==> src/rtl/ex_muldiv_unit_pkg.sv <==
// Shared definitions for the execute-stage multiply/divide unit.
//  - md_op_e    : opcode encodings carried on i_op (MD_MULT..MD_DIVU)
//  - md_state_e : sequencer states (ST_IDLE, ST_RUN, ST_FIX, ST_DONE)
//  - is_signed_op / is_div_op : opcode classification helpers
package muldiv_defs;

  typedef enum logic [1:0] {
    MD_MULT  = 2'b00,
    MD_MULTU = 2'b01,
    MD_DIV   = 2'b10,
    MD_DIVU  = 2'b11
  } md_op_e;

  typedef enum logic [1:0] {
    ST_IDLE = 2'b00,
    ST_RUN  = 2'b01,
    ST_FIX  = 2'b10,
    ST_DONE = 2'b11
  } md_state_e;

  function automatic logic is_signed_op(input logic [1:0] op);
    return (op == MD_MULT) || (op == MD_DIV);
  endfunction

  function automatic logic is_div_op(input logic [1:0] op);
    return (op == MD_DIV) || (op == MD_DIVU);
  endfunction

endpackage

==> src/rtl/ex_muldiv_unit_sign_fix.sv <==
// Combinational magnitude / conditional negate helper.
// Used both to take |operand| on launch and to re-apply the result sign.
// Ports:
//  val  in   W  value to process
//  neg  in   1  when high, output is the two's complement negation of val
//  res  out  W  val or -val
module muldiv_sign_fix #(
  parameter int W = 32
) (
  input  logic [W-1:0] val,
  input  logic         neg,
  output logic [W-1:0] res
);

  assign res = neg ? (~val + W'(1)) : val;

endmodule

==> src/rtl/ex_muldiv_unit.sv <==
// Execute-stage iterative multiply/divide unit with architectural HI/LO.
// Handles MULT, MULTU, DIV, DIVU (radix-2, one step per cycle) plus MTHI/MTLO.
// Optional build macro: MULDIV_EARLY_OUT_EN lets multiplies finish as soon as
// the remaining multiplier bits are zero; divides always take NBITS steps.
// Ports:
//  i_clk    in   1      clock
//  i_rst_n  in   1      synchronous active-low reset
//  i_start  in   1      launch request (operands/opcode valid this cycle)
//  i_op     in   2      MD_MULT / MD_MULTU / MD_DIV / MD_DIVU
//  i_src_a  in   NBITS  multiplicand / dividend, also MTHI/MTLO data
//  i_src_b  in   NBITS  multiplier / divisor
//  i_hi_wr  in   1      MTHI write strobe
//  i_lo_wr  in   1      MTLO write strobe
//  i_flush  in   1      abort a running operation
//  o_stall  out  1      pipeline freeze request
//  o_busy   out  1      high in any non-IDLE state
//  o_done   out  1      one-cycle pulse, HI/LO valid
//  o_hi     out  NBITS  HI register
//  o_lo     out  NBITS  LO register
module ex_muldiv_unit
  import muldiv_defs::*;
#(
  parameter int NBITS = 32
) (
  input  logic             i_clk,
  input  logic             i_rst_n,
  input  logic             i_start,
  input  logic [1:0]       i_op,
  input  logic [NBITS-1:0] i_src_a,
  input  logic [NBITS-1:0] i_src_b,
  input  logic             i_hi_wr,
  input  logic             i_lo_wr,
  input  logic             i_flush,
  output logic             o_stall,
  output logic             o_busy,
  output logic             o_done,
  output logic [NBITS-1:0] o_hi,
  output logic [NBITS-1:0] o_lo
);

  localparam int CW = $clog2(NBITS + 1);

  md_state_e          state_q, state_d;
  logic [1:0]         op_q;
  logic [NBITS-1:0]   a_raw_q;
  logic [NBITS-1:0]   b_mag_q;
  logic [NBITS-1:0]   mplier_q;
  logic [NBITS-1:0]   quo_q;
  logic [NBITS-1:0]   rem_q;
  logic [NBITS-1:0]   hi_q, lo_q;
  logic [2*NBITS-1:0] prod_q;
  logic [2*NBITS-1:0] mcand_q;
  logic               neg_q;
  logic               rem_neg_q;
  logic               div0_q;
  logic [CW-1:0]      count_q;

  logic [NBITS-1:0]   a_abs, b_abs;
  logic [NBITS-1:0]   quo_fix, rem_fix;
  logic [2*NBITS-1:0] prod_fix;
  logic [2*NBITS-1:0] prod_step;
  logic [NBITS:0]     div_shift;
  logic [NBITS-1:0]   div_diff;
  logic               div_ge;
  logic               last_step;
  logic               mul_early;
  logic               launch;
  logic               start_signed;

  // Flush beats start in IDLE, so a squashed instruction never launches.
  assign launch       = (state_q == ST_IDLE) && i_start && !i_flush;
  assign start_signed = is_signed_op(i_op);

  muldiv_sign_fix #(.W(NBITS)) u_abs_a (
    .val (i_src_a),
    .neg (start_signed & i_src_a[NBITS-1]),
    .res (a_abs)
  );

  muldiv_sign_fix #(.W(NBITS)) u_abs_b (
    .val (i_src_b),
    .neg (start_signed & i_src_b[NBITS-1]),
    .res (b_abs)
  );

  muldiv_sign_fix #(.W(2*NBITS)) u_fix_prod (
    .val (prod_q),
    .neg (neg_q),
    .res (prod_fix)
  );

  muldiv_sign_fix #(.W(NBITS)) u_fix_quo (
    .val (quo_q),
    .neg (neg_q),
    .res (quo_fix)
  );

  muldiv_sign_fix #(.W(NBITS)) u_fix_rem (
    .val (rem_q),
    .neg (rem_neg_q),
    .res (rem_fix)
  );

  // Shift-add multiply step: add the shifted multiplicand when the current
  // multiplier LSB is set.
  assign prod_step = mplier_q[0] ? (prod_q + mcand_q) : prod_q;

  // Restoring divide step. The shifted partial remainder needs NBITS+1 bits;
  // once it is known to be >= divisor the difference fits back in NBITS.
  assign div_shift = {rem_q, quo_q[NBITS-1]};
  assign div_ge    = (div_shift >= {1'b0, b_mag_q});
  assign div_diff  = div_shift[NBITS-1:0] - b_mag_q;

  assign last_step = (count_q == CW'(NBITS - 1));

`ifdef MULDIV_EARLY_OUT_EN
  // After this step only mplier_q[NBITS-1:1] remains; if it is zero no further
  // partial products can change the result.
  assign mul_early = !is_div_op(op_q) && (mplier_q[NBITS-1:1] == '0);
`else
  assign mul_early = 1'b0;
`endif

  // State register.
  always_ff @(posedge i_clk) begin
    if (!i_rst_n) begin
      state_q <= ST_IDLE;
    end else begin
      state_q <= state_d;
    end
  end

  // Next-state logic and the pipeline stall request.
  always_comb begin
    state_d = state_q;
    o_stall = 1'b0;
    case (state_q)
      ST_IDLE: begin
        o_stall = i_start;
        if (launch) begin
          state_d = ST_RUN;
        end
      end
      ST_RUN: begin
        o_stall = 1'b1;
        if (i_flush) begin
          state_d = ST_IDLE;
        end else if (last_step || mul_early) begin
          state_d = ST_FIX;
        end
      end
      ST_FIX: begin
        o_stall = 1'b1;
        if (i_flush) begin
          state_d = ST_IDLE;
        end else begin
          state_d = ST_DONE;
        end
      end
      ST_DONE: begin
        state_d = ST_IDLE;
      end
      default: begin
        state_d = ST_IDLE;
      end
    endcase
  end

  // Datapath: operand capture, iteration registers and HI/LO.
  always_ff @(posedge i_clk) begin
    if (!i_rst_n) begin
      op_q      <= '0;
      a_raw_q   <= '0;
      b_mag_q   <= '0;
      mplier_q  <= '0;
      quo_q     <= '0;
      rem_q     <= '0;
      prod_q    <= '0;
      mcand_q   <= '0;
      neg_q     <= 1'b0;
      rem_neg_q <= 1'b0;
      div0_q    <= 1'b0;
      count_q   <= '0;
      hi_q      <= '0;
      lo_q      <= '0;
    end else begin
      case (state_q)
        ST_IDLE: begin
          if (launch) begin
            op_q      <= i_op;
            a_raw_q   <= i_src_a;
            b_mag_q   <= b_abs;
            mplier_q  <= b_abs;
            mcand_q   <= {{NBITS{1'b0}}, a_abs};
            prod_q    <= '0;
            quo_q     <= a_abs;
            rem_q     <= '0;
            neg_q     <= start_signed & (i_src_a[NBITS-1] ^ i_src_b[NBITS-1]);
            rem_neg_q <= start_signed & i_src_a[NBITS-1];
            div0_q    <= is_div_op(i_op) && (i_src_b == '0);
            count_q   <= '0;
          end else if (!i_start) begin
            // MTHI/MTLO only when no launch is being requested.
            if (i_hi_wr) begin
              hi_q <= i_src_a;
            end
            if (i_lo_wr) begin
              lo_q <= i_src_a;
            end
          end
        end
        ST_RUN: begin
          if (!i_flush) begin
            count_q <= count_q + CW'(1);
            if (is_div_op(op_q)) begin
              rem_q <= div_ge ? div_diff : div_shift[NBITS-1:0];
              quo_q <= {quo_q[NBITS-2:0], div_ge};
            end else begin
              prod_q   <= prod_step;
              mcand_q  <= mcand_q << 1;
              mplier_q <= mplier_q >> 1;
            end
          end
        end
        ST_FIX: begin
          if (!i_flush) begin
            if (div0_q) begin
              hi_q <= a_raw_q;
              lo_q <= '1;
            end else if (is_div_op(op_q)) begin
              hi_q <= rem_fix;
              lo_q <= quo_fix;
            end else begin
              {hi_q, lo_q} <= prod_fix;
            end
          end
        end
        default: begin
        end
      endcase
    end
  end

  assign o_busy = (state_q != ST_IDLE);
  assign o_done = (state_q == ST_DONE);
  assign o_hi   = hi_q;
  assign o_lo   = lo_q;

endmodule

==> config.mk <==
export PLATFORM = sky130hd
export DESIGN_NAME = ex_muldiv_unit
export DESIGN_NICKNAME = d
export VERILOG_FILES = /design/src/rtl/ex_muldiv_unit_pkg.sv /design/src/rtl/ex_muldiv_unit_sign_fix.sv /design/src/rtl/ex_muldiv_unit.sv
export SDC_FILE = /design/constraint.sdc
export NUM_CORES = 1
export LEC_CHECK = 0
export CAP_MARGIN = 5
export CORE_ASPECT_RATIO = 0.75
export CORE_MARGIN = 2
export CORE_UTILIZATION = 45
export CTS_CLUSTER_SIZE = 10
export DETAILED_ROUTE_END_ITERATION = 16
export GPL_ROUTABILITY_DRIVEN = 0
export PLACE_DENSITY = 0.7
export SLEW_MARGIN = 10
export SYNTH_ARGS = -nofsm -noshare
export SYNTH_HDL_FRONTEND = slang
export SYNTH_SLANG_ARGS = --single-unit
==> constraint.sdc <==
create_clock -name i_clk -period 6.05 [get_ports i_clk]
set_input_delay 1.21 -clock i_clk [delete_from_list [all_inputs] [get_ports i_clk]]
set_output_delay 1.21 -clock i_clk [all_outputs]
set_load 0.02 [all_outputs]
**Word level (Yosys, flattened, before mapping)**

Index checks and enable logic that the tools add are counted.

- Bits in registers: 365
- Bits of input ports: 72
- Logic and storage cells: 124

- $add $sub $neg: 8
- Magnitude comparators: 1
- Equality and inequality tests: 19
- Muxes and demuxes: 50
- Bitwise operators: 9
- Reductions and logical operators: 22

Operators with widths:

| operator | number |
|---|---|
| $mux W32 | 26 |
| $mux W64 | 8 |
| $pmux W32 S2 | 5 |
| $pmux W64 S2 | 2 |
| $add A32 B1 Y32 const B | 4 |
| $not A32 Y32 | 4 |
| $add A64 B1 Y64 const B | 1 |
| $add A64 B64 Y64 | 1 |
| $not A64 Y64 | 1 |
| $ge A33 B32 Y1 | 1 |
| $logic_not A32 Y1 | 1 |
| $sub A32 B32 Y32 | 1 |
| $ne A2 B2 Y1 const B | 10 |
| $reduce_and A5 Y1 | 3 |
| $eq A2 B2 Y1 const B | 6 |
| $mux W6 | 2 |
| $pmux W6 S2 | 1 |
| $mux W2 | 4 |
| $pmux W2 S4 | 1 |
| $reduce_and A4 Y1 | 2 |
| $add A6 B1 Y6 const B | 1 |
| $eq A6 B5 Y1 const B | 1 |
| $reduce_bool A2 Y1 | 3 |
| $logic_not A2 Y1 | 2 |
| 11 further kinds | 18 |

**Depth between registers and ports, before layout**

- Word-level depth: 7
- Mapped depth: 16
- Gate-level depth less buffers: 15

**Cells and area by module**

A second synthesis with hierarchy kept.

- Cells, all modules: 3158
- Area total of the unflattened synthesis: 26118.8 sq um

By module, submodules not included:

| module | times used | cells an instance | area an instance (sq um) | seq. area each (sq um) |
|---|---|---|---|---|
| ex_muldiv_unit | 1 | 2556 | 21361.7 | 7287.0 |
| muldiv_sign_fix (u_abs_a ...) | 4 | 99 | 777.0 | 0.0 |
| muldiv_sign_fix (u_fix_prod) | 1 | 206 | 1649.1 | 0.0 |

**Worst setup path before layout**

Ideal clock, no wire load.

- Kind: input to register
- From: in i_src_a[7]
- To: reg quo_q[29]
- Arrival: 3486 ps
- Slack: 2499 ps
- Stages on the path: 12
- Cells stage by stage: clkbuf_1 -> or4_1 -> nor4_1 -> nand2b_1 -> nor2b_1 -> nand3b_1 -> o41ai_1 -> xnor2_1 -> nor2_1 -> nor3_1 -> a21oi_1 -> nor2b_1

- Cells in the longest elaborated chain, start to end: 5

RTL lines:

| what | line | text |
|---|---|---|
| from (decl) | ex_muldiv_unit.sv:29 | `input logic [NBITS-1:0] i_src_a,` |
| $not A32 Y32 | ex_muldiv_unit_sign_fix.sv:15 | `assign res = neg ? (~val + W'(1)) : val;` |
| $add A32 B1 Y32 | ex_muldiv_unit_sign_fix.sv:15 |  |
| $mux W32 | ex_muldiv_unit_sign_fix.sv:15 |  |
| $mux W32 | ex_muldiv_unit.sv:189 | `if (launch) begin` |
| $pmux W32 S2 | ex_muldiv_unit.sv:187 | `case (state_q)` |
| to (signal assigned) | ex_muldiv_unit.sv:196 | `quo_q <= a_abs;` |
| to (signal assigned) | ex_muldiv_unit.sv:217 | `quo_q <= {quo_q[NBITS-2:0], div_ge};` |
| to (decl) | ex_muldiv_unit.sv:48 | `logic [NBITS-1:0] quo_q;` |

Every way passes these cells. The select of a mux whose other input is x is not followed.
A chain may end at the register's enable or synchronous reset.

**Worst setup path in the final report**

- From: reg prod_q[6]
- To: reg prod_q[63]

- Cells in the longest elaborated chain, start to end: 5

RTL lines:

| what | line | text |
|---|---|---|
| from (decl) | ex_muldiv_unit.sv:51 | `logic [2*NBITS-1:0] prod_q;` |
| from (signal assigned) | ex_muldiv_unit.sv:219 | `prod_q <= prod_step;` |
| $add A64 B64 Y64 | ex_muldiv_unit.sv:106 | `assign prod_step = mplier_q[0] ? (prod_q + mcand_q) : prod_q;` |
| $mux W64 | ex_muldiv_unit.sv:106 |  |
| $mux W64 | ex_muldiv_unit.sv:215 | `if (is_div_op(op_q)) begin` |
| $mux W64 | ex_muldiv_unit.sv:213 | `if (!i_flush) begin` |
| $pmux W64 S2 | ex_muldiv_unit.sv:187 |  |

Every way passes these cells. The select of a mux whose other input is x is not followed.

==> metrics <==
largest family of logic cells by synthesized area compound AO/OA/AOI/OAI gates; WS Path Type register to register; CTS Buf Count 44; Critical Path, Cell by Cell ha_1 > nand4_1 > nor4b_1 > a211oi_1 > a21oi_1 > o21ai_0 > o41ai_1 > a211oi_1 > o41ai_1 > xor2_1 > o211ai_1; Overflow after GRT 0; via count around 25000; drt first pass iters 6; first-pass GRT wire length between 100000 and 150000 µm; worst-margin pin slew around 1.3 ns; Slew Viols, Final 0; Critical Path End Type register; I/O pin total between 100 and 150; die area slightly below 0.06 mm²; Clk pwr share 0.350; Bufs on Longest Clock Path 3; multiplexer area fraction after synthesis 0.01776; final worst setup slack approximately 1.8 ns; Seq pwr share 0.395; Synth Area in Adders 0.05381; Final ANT Viol Nets 0; number of synthesis warnings 0; Post-Synth XOR/XNOR Area 0.08739; setup_tns 0 ns; most frequent cells in the layout nand2_1 (446), dfxtp_1 (361), a21oi_1 (264); layout overhead on the synthesized area 11.54%; Worst EP required roughly 6.5 ns; Synth Area in Compound Gates 0.2753; row cnt 75; final setup fails 0; cts hold-fix bufs 0; Post CTS Setup Buffer Count 0; Gates resized, CTS repair 0; Max stage delay on crit path around 0.78 ns; largest net degree at the start of global routing 127; share of layout cells above drive strength 1 0.03976; CORE AREA roughly 0.056 mm²; Synth cell types 80; asr flop ratio synth 0; drt first-iter violations roughly 2900; Max transition margin 0.1658; Starting Density 0.4528; Final Critical Period around 4.3 ns; # H-tree levels 2; status finished, final reports clean; most common library cell in the layout ignoring fill and taps nand2_1; Max-Cap Viols 0; Synth Area per Inst about 7.5 µm²; placed wire-length estimate roughly 59000 µm; Net Switching 2.367 mW; Die Y around 210 µm; TritonCTS clock tree yes; clock slew at reported path FFs 0.06 ns; critical path launch point type register; Post-synth EDFFs 0; hold_ws roughly 0.45 ns; CP Max Fanout 11; routed vias/inst between 6 and 7; DR DRC count 0; final hold vios 0; Mapped Area around 0.025 mm²; overall routing resource usage 0.2727; cells after synthesis between 3000 and 4000; Peak VDD IR around 0.23 mV; initial antenna violation count 5; Arrival @ worst endpoint about 4.7 ns; CTS Sinks roughly 360; reg2reg start prod_q[6]$_SDFFE_PN0P_; Lkg Pwr ~11 nW; Final Skew 0.03946 ns; port bufs 138; Worst path slowest cell o41ai_1; FMAX ~0.24 GHz; vias in the first global route 21782; total power around 7.0 mW; Final #Nets approximately 3500; cell-internal power 4.607 mW; Clk Latency, worst-skew pair around 0.60 ns; Comb pwr share 0.255; Simple-Gate Fraction of Synth Area 0.2240; dpl ws 1.591 ns; ys flop type dfxtp_1; FF-to-FF setup slack 1.80 ns; DIE WIDTH 277.0 µm; DRT Wirelength 81260 µm; RSZ-0062 raised after global routing no; power per cell area 248.5 mW/mm²; switching share of power 0.3394; fin crit share 0.7025; mean routed wirelength per cell around 20 µm; worst min path class register to register; Min-Delay Startpoint o_lo[31]$_SDFFE_PN0P_; Net Count, Synth between 3000 and 4000; CP startpoint prod_q[6]$_SDFFE_PN0P_; Root Buffer clkbuf_16; Seq/Total Area, Yosys 0.2897; Yosys reg bits between 300 and 400
## registers in the layout, indices dropped and copies added (netlist names), 2 cells and up
name	cells
mplier_q	32
a_raw_q	32
o_lo	32
state_q	2
count_q	6
rem_q	32
b_mag_q	32
quo_q	32
o_hi	32
mcand_q	64
prod_q	64
## kinds of logic (layout without fill, tap and decap cells)
logic type | count (synthesis) | count (layout)
AND/OR/NAND/NOR | 1179 | 1179
buffers and inverters | 342 | 325
other | 0 | 1
XOR/XNOR | 251 | 251
adder cells (fa/ha/maj) | 107 | 107
flip-flops | 364 | 364
multiplexers | 42 | 42
AO/OA/AOI/OAI | 1052 | 1052
## power by group through the flow
stage | logic [mW] | clock network, mW | registers, mW
6_report | 1.78 | 2.44 | 2.75
5_1_grt | 1.93 | 2.57 | 2.77
4_1_cts | 1.74 | 2.48 | 2.74
3_5_place_dp | 1.73 | 0 | 2.80
3_3_place_gp | 1.72 | 0 | 2.79
2_1_floorplan | 1.09 | 0 | 2.80
## through the flow
stage	utilization	cell area (µm²)	cells
2_1_floorplan	-	25160	3337
3_3_place_gp	0.4827	26810	3990
3_5_place_dp	0.4827	26810	3990
4_1_cts	0.5051	28060	4051
5_1_grt	0.5051	28060	4051
6_report	0.5051	28060	4052
## worst max-delay path, delay by kind of cell, from the launching register on
| kind | cells | cell delay, ns |
|---|---|---|
| compound gates | 7 | 2.49 |
| flops | 1 | 0.57 |
| simple gates | 2 | 0.50 |
| fa+ha+maj | 1 | 0.32 |
| xor+xnor | 1 | 0.22 |
## cell type report
cell class	count	area, µm²
Antenna cell	1	2.502
Timing Repair Buffer	171	1633
Clock buffer	56	1176
Sequential cell	364	7293
Inverter	93	349.1
Multi-Input combinational cell	2631	16620
Fill cell	5392	27490
Clock inverter	5	67.56
Tap cell	731	914.6
## worst paths after layout
path	end	cells after the start
worst max-delay path	prod_q[63]$_SDFFE_PN0P_	11
worst min-delay path	o_lo[31]$_SDFFE_PN0P_	2
worst max register to register	prod_q[63]$_SDFFE_PN0P_	11
worst min register to register	o_lo[31]$_SDFFE_PN0P_	2
## cells in the mapped netlist (13+ instances only)
cell	n	share of area
nand2_1	447	0.067
dfxtp_1	364	0.29
a21oi_1	264	0.053
nor2_1	220	0.033
clkbuf_1	215	0.032
o21ai_0	208	0.041
xnor2_1	140	0.049
a21boi_0	130	0.039
nor2b_1	122	0.030
xor2_1	111	0.039
ha_1	105	0.052
nor3_1	102	0.020
inv_1	93	0.014
a21o_1	79	0.024
nand3_1	67	0.013
o31ai_1	54	0.016
a211oi_1	48	0.014
mux2i_1	39	0.016
a22oi_1	36	0.011
o211a_1	36	0.014
nand4_1	33	0.0082
o211ai_1	28	0.0084
a31oi_1	26	0.0065
o221ai_1	26	0.0091
or3_1	26	0.0065
nor4_1	24	0.0060
nand2b_1	23	0.0057
or4_1	21	0.0063
and3_1	20	0.0050
buf_1	20	0.0030
o41ai_1	18	0.0063
o21bai_1	17	0.0051
and2_1	16	0.0040
nor4b_1	13	0.0045
or2_2	13	0.0032
## layer usage
| metal | GRT usage | share of wire |
|---|---|---|
| met1 | 0.4114 | 0.48 |
| met3 | 0.06608 | 0.10 |
| met2 | 0.3815 | 0.40 |
| met4 | 0.07159 | 0.022 |
| met5 | 0 | 0.00036 |
(Power assumes the default switching activity.)
